## src/rtl/decoder_n_scan.sv

```systemverilog
// decoder_n_scan: registered N -> 2**N one-hot decoder with direct and auto-scan modes.
// Define DECODER_SCAN_BIDIR_EN to add the Dir input for downward scanning.
module decoder_n_scan #(
  parameter int N       = 3,
  parameter int DWELL_W = 4
) (
  input  logic               clk,
  input  logic               rst,
  input  logic               E,
  input  logic               Mode,
`ifdef DECODER_SCAN_BIDIR_EN
  input  logic               Dir,
`endif
  input  logic [N-1:0]       In,
  input  logic               In_valid,
  output logic               In_ready,
  input  logic [DWELL_W-1:0] Dwell,
  output logic [2**N-1:0]    Out,
  output logic               Out_valid,
  output logic [N-1:0]       Code,
  output logic               Wrap
);

  localparam int OW = 2**N;
  localparam logic [OW-1:0] ONE = OW'(1);

  logic [OW-1:0]      out_q, out_d;
  logic               vld_q, vld_d;
  logic [N-1:0]       code_q, code_d;
  logic               wrap_q, wrap_d;
  logic [N-1:0]       scan_q, scan_d;
  logic [DWELL_W-1:0] cnt_q, cnt_d;
  logic [DWELL_W-1:0] dwl_q, dwl_d;
  logic               mode_q;

  logic               xfer;
  logic               mode_chg;
  logic               dwell_end;
  logic               dir_dn;
  logic [N-1:0]       nxt;
  logic [N-1:0]       wrap_pt;

  assign In_ready  = E & ~Mode & ~rst;
  assign xfer      = In_valid & In_ready;
  assign mode_chg  = Mode ^ mode_q;
  assign dwell_end = (cnt_q == dwl_q);

`ifdef DECODER_SCAN_BIDIR_EN
  assign dir_dn = Dir;
`else
  assign dir_dn = 1'b0;
`endif

  assign nxt     = dir_dn ? (scan_q - 1'b1) : (scan_q + 1'b1);
  assign wrap_pt = dir_dn ? '1 : '0;

  // vld_q low in scan mode means entry or resume: present scan_q fresh
  always_comb begin
    out_d  = out_q;
    vld_d  = vld_q;
    code_d = code_q;
    wrap_d = 1'b0;
    scan_d = scan_q;
    cnt_d  = cnt_q;
    dwl_d  = dwl_q;
    if (!E) begin
      out_d = '0;
      vld_d = 1'b0;
    end else if (mode_chg) begin
      out_d = '0;
      vld_d = 1'b0;
      cnt_d = '0;
      if (Mode) scan_d = '0;
    end else if (!Mode) begin
      if (xfer) begin
        out_d  = ONE << In;
        vld_d  = 1'b1;
        code_d = In;
      end
    end else if (!vld_q) begin
      out_d  = ONE << scan_q;
      vld_d  = 1'b1;
      code_d = scan_q;
      cnt_d  = '0;
      dwl_d  = Dwell;
    end else if (dwell_end) begin
      scan_d = nxt;
      out_d  = ONE << nxt;
      code_d = nxt;
      cnt_d  = '0;
      dwl_d  = Dwell;
      wrap_d = (nxt == wrap_pt);
    end else begin
      cnt_d = cnt_q + 1'b1;
    end
  end

  always_ff @(posedge clk) begin
    mode_q <= Mode;
    if (rst) begin
      out_q  <= '0;
      vld_q  <= 1'b0;
      code_q <= '0;
      wrap_q <= 1'b0;
      scan_q <= '0;
      cnt_q  <= '0;
      dwl_q  <= '0;
    end else begin
      out_q  <= out_d;
      vld_q  <= vld_d;
      code_q <= code_d;
      wrap_q <= wrap_d;
      scan_q <= scan_d;
      cnt_q  <= cnt_d;
      dwl_q  <= dwl_d;
    end
  end

  assign Out       = out_q;
  assign Out_valid = vld_q;
  assign Code      = code_q;
  assign Wrap      = wrap_q;

endmodule

```

## config.mk

```make
export PLATFORM = sky130hd
export DESIGN_NAME = decoder_n_scan
export DESIGN_NICKNAME = d
export VERILOG_FILES = /design/src/rtl/decoder_n_scan.sv
export SDC_FILE = /design/constraint.sdc
export NUM_CORES = 1
export LEC_CHECK = 0
export ABC_AREA = 1
export CORE_MARGIN = 2
export CORE_UTILIZATION = 30
export CTS_BUF_LIST = sky130_fd_sc_hd__clkbuf_2
export DETAILED_ROUTE_END_ITERATION = 8
export HOLD_SLACK_MARGIN = 0.1
export SLEW_MARGIN = 20
export SYNTH_ARGS = -nofsm -noshare
export SYNTH_HDL_FRONTEND = slang
export SYNTH_SLANG_ARGS = --single-unit
```

## constraint.sdc

```tcl
create_clock -name clk -period 1.65 [get_ports clk]
set_input_delay 0.33 -clock clk [delete_from_list [all_inputs] [get_ports clk]]
set_output_delay 0.33 -clock clk [all_outputs]
set_load 0.02 [all_outputs]
```

Yosys cells after proc, flatten, opt, wreduce, memory -nomap -nowiden
Index checks and enable logic that the tools add are counted.
- register bits after elaboration: 25
- word-level logic and storage cells: 58
- output and inout bits: 14
- input bits: 12
- equal/unequal tests: 3
- bitwise gates (word level): 10
- muxes and demuxes: 20
- shift-type cells: 3
- $add $sub $neg: 2
- reductions and logical operators: 12
- operators by type and width (cell ; count):
    2-to-1 mux 8 bit ; 4
    2-to-1 mux 3 bit ; 8
    2-to-1 mux 4 bit ; 6
    left shift 1 x 3 -> 8 bit (first input constant) ; 3
    AND reduction 4 bit ; 3
    nonzero test 2 bit ; 4
    NOT 1 bit ; 6
    OR reduction 6 bit ; 1
    adder 4 x 1 -> 4 bit (second input constant) ; 1
    equality test 4 bit ; 1
    AND reduction 2 bit ; 2
    adder 3 x 1 -> 3 bit (second input constant) ; 1
    AND 1 bit ; 3
    zero test 3 bit ; 1
    inequality test 3 x 2 -> 1 bit (second input constant) ; 1
    OR reduction 3 bit ; 1
    2-to-1 mux 1 bit ; 2
    inequality test 2 x 1 -> 1 bit (second input constant) ; 1
    bitwise XOR 1 bit ; 1

Longest topological paths before layout
- depth in word-level cells: 6
- depth in mapped cells: 11
- mapped depth without buffers: 11

Worst setup path before layout
Ideal clock, no wire load.
- kind: input port to flip-flop
- start point: input port Mode
- end point: register dwl_q[0]
- cell stages on the path: 7
- setup time: 0.132 ns
- data required time: 1.518 ns
- buffers on the path: 1
- arrival time: 1.420 ns
- slack: 0.097 ns
- cells stage by stage: buf_6 inv_1 ha_1 nor2_1 nand2_1 nand2_1 a21oi_1
- cells in the longest elaborated chain, start to end: 3
- ends and longest elaborated chain (item ; line ; source):
    start, declared ; 10 ; input logic Mode,
    bitwise XOR 1 bit ; 45 ; assign mode_chg = Mode ^ mode_q;
    NOT 1 bit (no source line) ; - ;
    AND reduction 4 bit (no source line) * ; - ;
    end signal, assigned ; 115 ; dwl_q <= dwl_d;
    end, declared ; 33 ; logic [DWELL_W-1:0] dwl_q, dwl_d;
Every way passes the cells marked *; elsewhere a longest branch is shown, timed or not.
A chain may end at the register's enable or synchronous reset.

Worst setup path in the final report
- start point: register vld_q (netlist: Out_valid)
- end point: output port Out_valid
- RTL lines (item ; line ; source):
    start, declared ; 28 ; logic vld_q, vld_d;
    start signal, assigned ; 110 ; vld_q <= vld_d;
    end, declared ; 19 ; output logic Out_valid,
No word-level cell between the ends.

==> results.toml <==
[status]
status = "finished clean"

[grt]
grt_pass1_vias = 1269
grt_max_degree = 16
antenna_found_initial = 0
grt_overflow = 0
grt.total_usage = 0.131
grt_pass1_wl_mm = 5.40

[pwr]
power_density_nw_per_um2 = 625
ir_worst_vdd_mv = 0.238
total_power_mw = 1.10
p_leak_nw = 0.844

[yosys]
ys_ff_latch = 25
ys_seq_area_frac = 0.370
syn_area_um2 = 1350
yosys.area.top_type = "dfxtp_1"
syn_inst = 211
syn_nets = 228
avgSynthCellArea_um2 = 6.40
synth_warnings = 0
synth_top_area_share = 0.370
ys_types = 23
synthTopCellsByArea = "dfxtp_1 37%, nand2_1 22%, a21oi_1 7.8%"

[drt]
drt-met1-wl_mm = 1.51
route.detailed.drc = 0
ant_nets = 0
routed-wl-met3_um = 93
top_signal_layer_used = "met4"
viasPerCell = 4.40
dr.pass1.iters = 6
wl_met2_mm = 1.33
drt_wl_total_mm = 2.99
vias = 1330
drt_iter0_drc = 39
wl_per_cell_um = 9.89

[worst_setup_path]
end_kind = "output pin"
required_ns = 1.32
cpLargestDelayFamily = "flip-flops"
r2r-end = "Out[6]"
setup.worst_path.class = "flop to output pin"
arrival_ns = 1.18
r2r_cells = 11
r2r-start = "scan_q[0]"
crit_chain = "dlygate4sd2_1"
crit_slowest_cell = "dfxtp_2"
path_buf_inv = 1
crit_path_max_incr_delay_ns = 0.46
crit_fanout = 6
timing.reg2reg.setup_slack_ns = 0.20
start_kind = "flop"

[hold_path]
holdPathStages = 2
hold_path.class = "flop to flop"
min_to = "Out[0]"
hp-start = "Out[0]"

[sta]
worstMarginPinSlew_ns = 0.273
rsz0062_at_grt = "false"
period_share = 0.915
timing.slew.headroom = 0.816
finalHoldViolations = 0
fmaxAchievable_ghz = 0.663
skew_ns = 0.0126
final.setup.tns_ns = 0
setup_viol = 0
finalCriticalPeriod_ns = 1.51
slew_viol_final = 0

[cts]
clockRootBuffer = "clkbuf_2"
clock-sinks = 25
hold_buffers = 0
cts_tree = "built"
cts_buffers = 3
htree_levels = 1
clk_latency_ns = 0.37
clkTransAtPathRegs_ns = 0.26
clockBufferDepth = 2

[die]
pin_count = 26
die-area_um2 = 5060
die_h_um = 71.1
die_w_um = 71.1
initial_core_util = 0.310
row_count = 24
core_um2 = 4350

[place]
gp_congestion = 0.743
io_buffer_count = 25
placed_cell_area_um2 = 1740
hpwlAfterDp_mm = 2.30

[finish]
layout-drive-gt1-share = 0.144
nets = 268
fin_util = 0.405
design_area_um2 = 1760
num_antenna_cells = 0
area_delta_synth_final_pct = 30.6

[flow_run]
drv_cap = 0
==> tightest hold or removal path, stage by stage, from the launching register on <==
cell and delay (ns):
dfxtp_1 0.37, nand2_1 0.06, a21oi_1 0.05
==> state kept, by name, summed over array words and instances (netlist names) <==
| register | count |
|---|---|
| scan_q | 3 |
| Code | 3 |
| Out_valid | 1 |
| dwl_q | 4 |
| cnt_q | 4 |
| Wrap | 1 |
| Out | 8 |
| mode_q | 1 |
==> cells in the final DEF, fill, tap and decap left out, types with 4 or more instances in the layout <==
cell	n
nand2_1	78
inv_1	27
dfxtp_1	22
nor2_1	22
a21oi_1	21
dlygate4sd2_1	13
buf_4	13
clkdlybuf4s50_1	11
nand3_1	8
ha_1	4
clkbuf_2	4
==> final cells by class <==
cell class,count,area [um2]
inverter,31,121
multi-input combinational,152,724
clock inverter,1,7.51
fill,492,2590
tap,52,65.1
timing repair buffer,38,327
clock buffer,3,15.0
sequential,25,504
==> worst max-delay path by stage <==
stage,slack (ns),startpoint,end,cells after the start
final,0.14,Out_valid,Out_valid,1
after global routing,0.02,scan_q[0],Out[6],11
after CTS,0.01,E,In_ready,4
after detailed placement,-0.31,Mode,cnt_q[3],8
after global placement,-0.28,Mode,dwl_q[2],8
after floorplan,0.1,Mode,dwl_q[0],7
==> stage by stage <==
stage	std cells	setup WS [ns]	hold slack, ns
after floorplan	211	0.0973	0.358
after global placement	298	-0.284	0.456
after detailed placement	298	-0.307	0.460
after CTS	302	0.0122	0.485
after global routing	302	0.0158	0.500
final	302	0.141	0.482
==> routing by layer <==
layer | global-route usage | up-vias
li1 | - | 728
met1 | 0.183 | 575
met2 | 0.210 | 22
met3 | 0.0142 | 5
met4 | 0.0440 | 0
met5 | 0 | -
==> cells in the mapped netlist, drive strengths merged <==
master and number:
nor4 1, inv 31, buf 1, nor2 25
o21ai 3, or2 1, clkbuf 2, nand2 82
nand3 9, a21oi 22, nand3b 1, nand4 2
ha 5, dfxtp 25, o2111ai 1
==> power breakdown <==
part / leakage, nW / total (mW) / internal (mW) / switching (mW)
combinational: 0.628 / 0.219 / 0.0964 / 0.123
sequential: 0.204 / 0.628 / 0.619 / 0.00858
clock: 0.0126 / 0.256 / 0.0562 / 0.200
==> cells by family (layout without fill, tap and decap cells) <==
| kind of cell | after synthesis | after routing | share of synthesized area |
|---|---|---|---|
| buf+inv | 34 | 73 | 0.105 |
| simple gates | 121 | 121 | 0.377 |
| compound gates | 26 | 26 | 0.102 |
| fa+ha+maj | 5 | 5 | 0.0463 |
| flops | 25 | 25 | 0.370 |
==> repair_timing <==
item / CTS / global route
endpoints found under the setup margin: 14 / 7
gates resized for setup: 16 / 5
buffers inserted: 0 / 0
No activity file was read; power rests on OpenSTA's default activity.
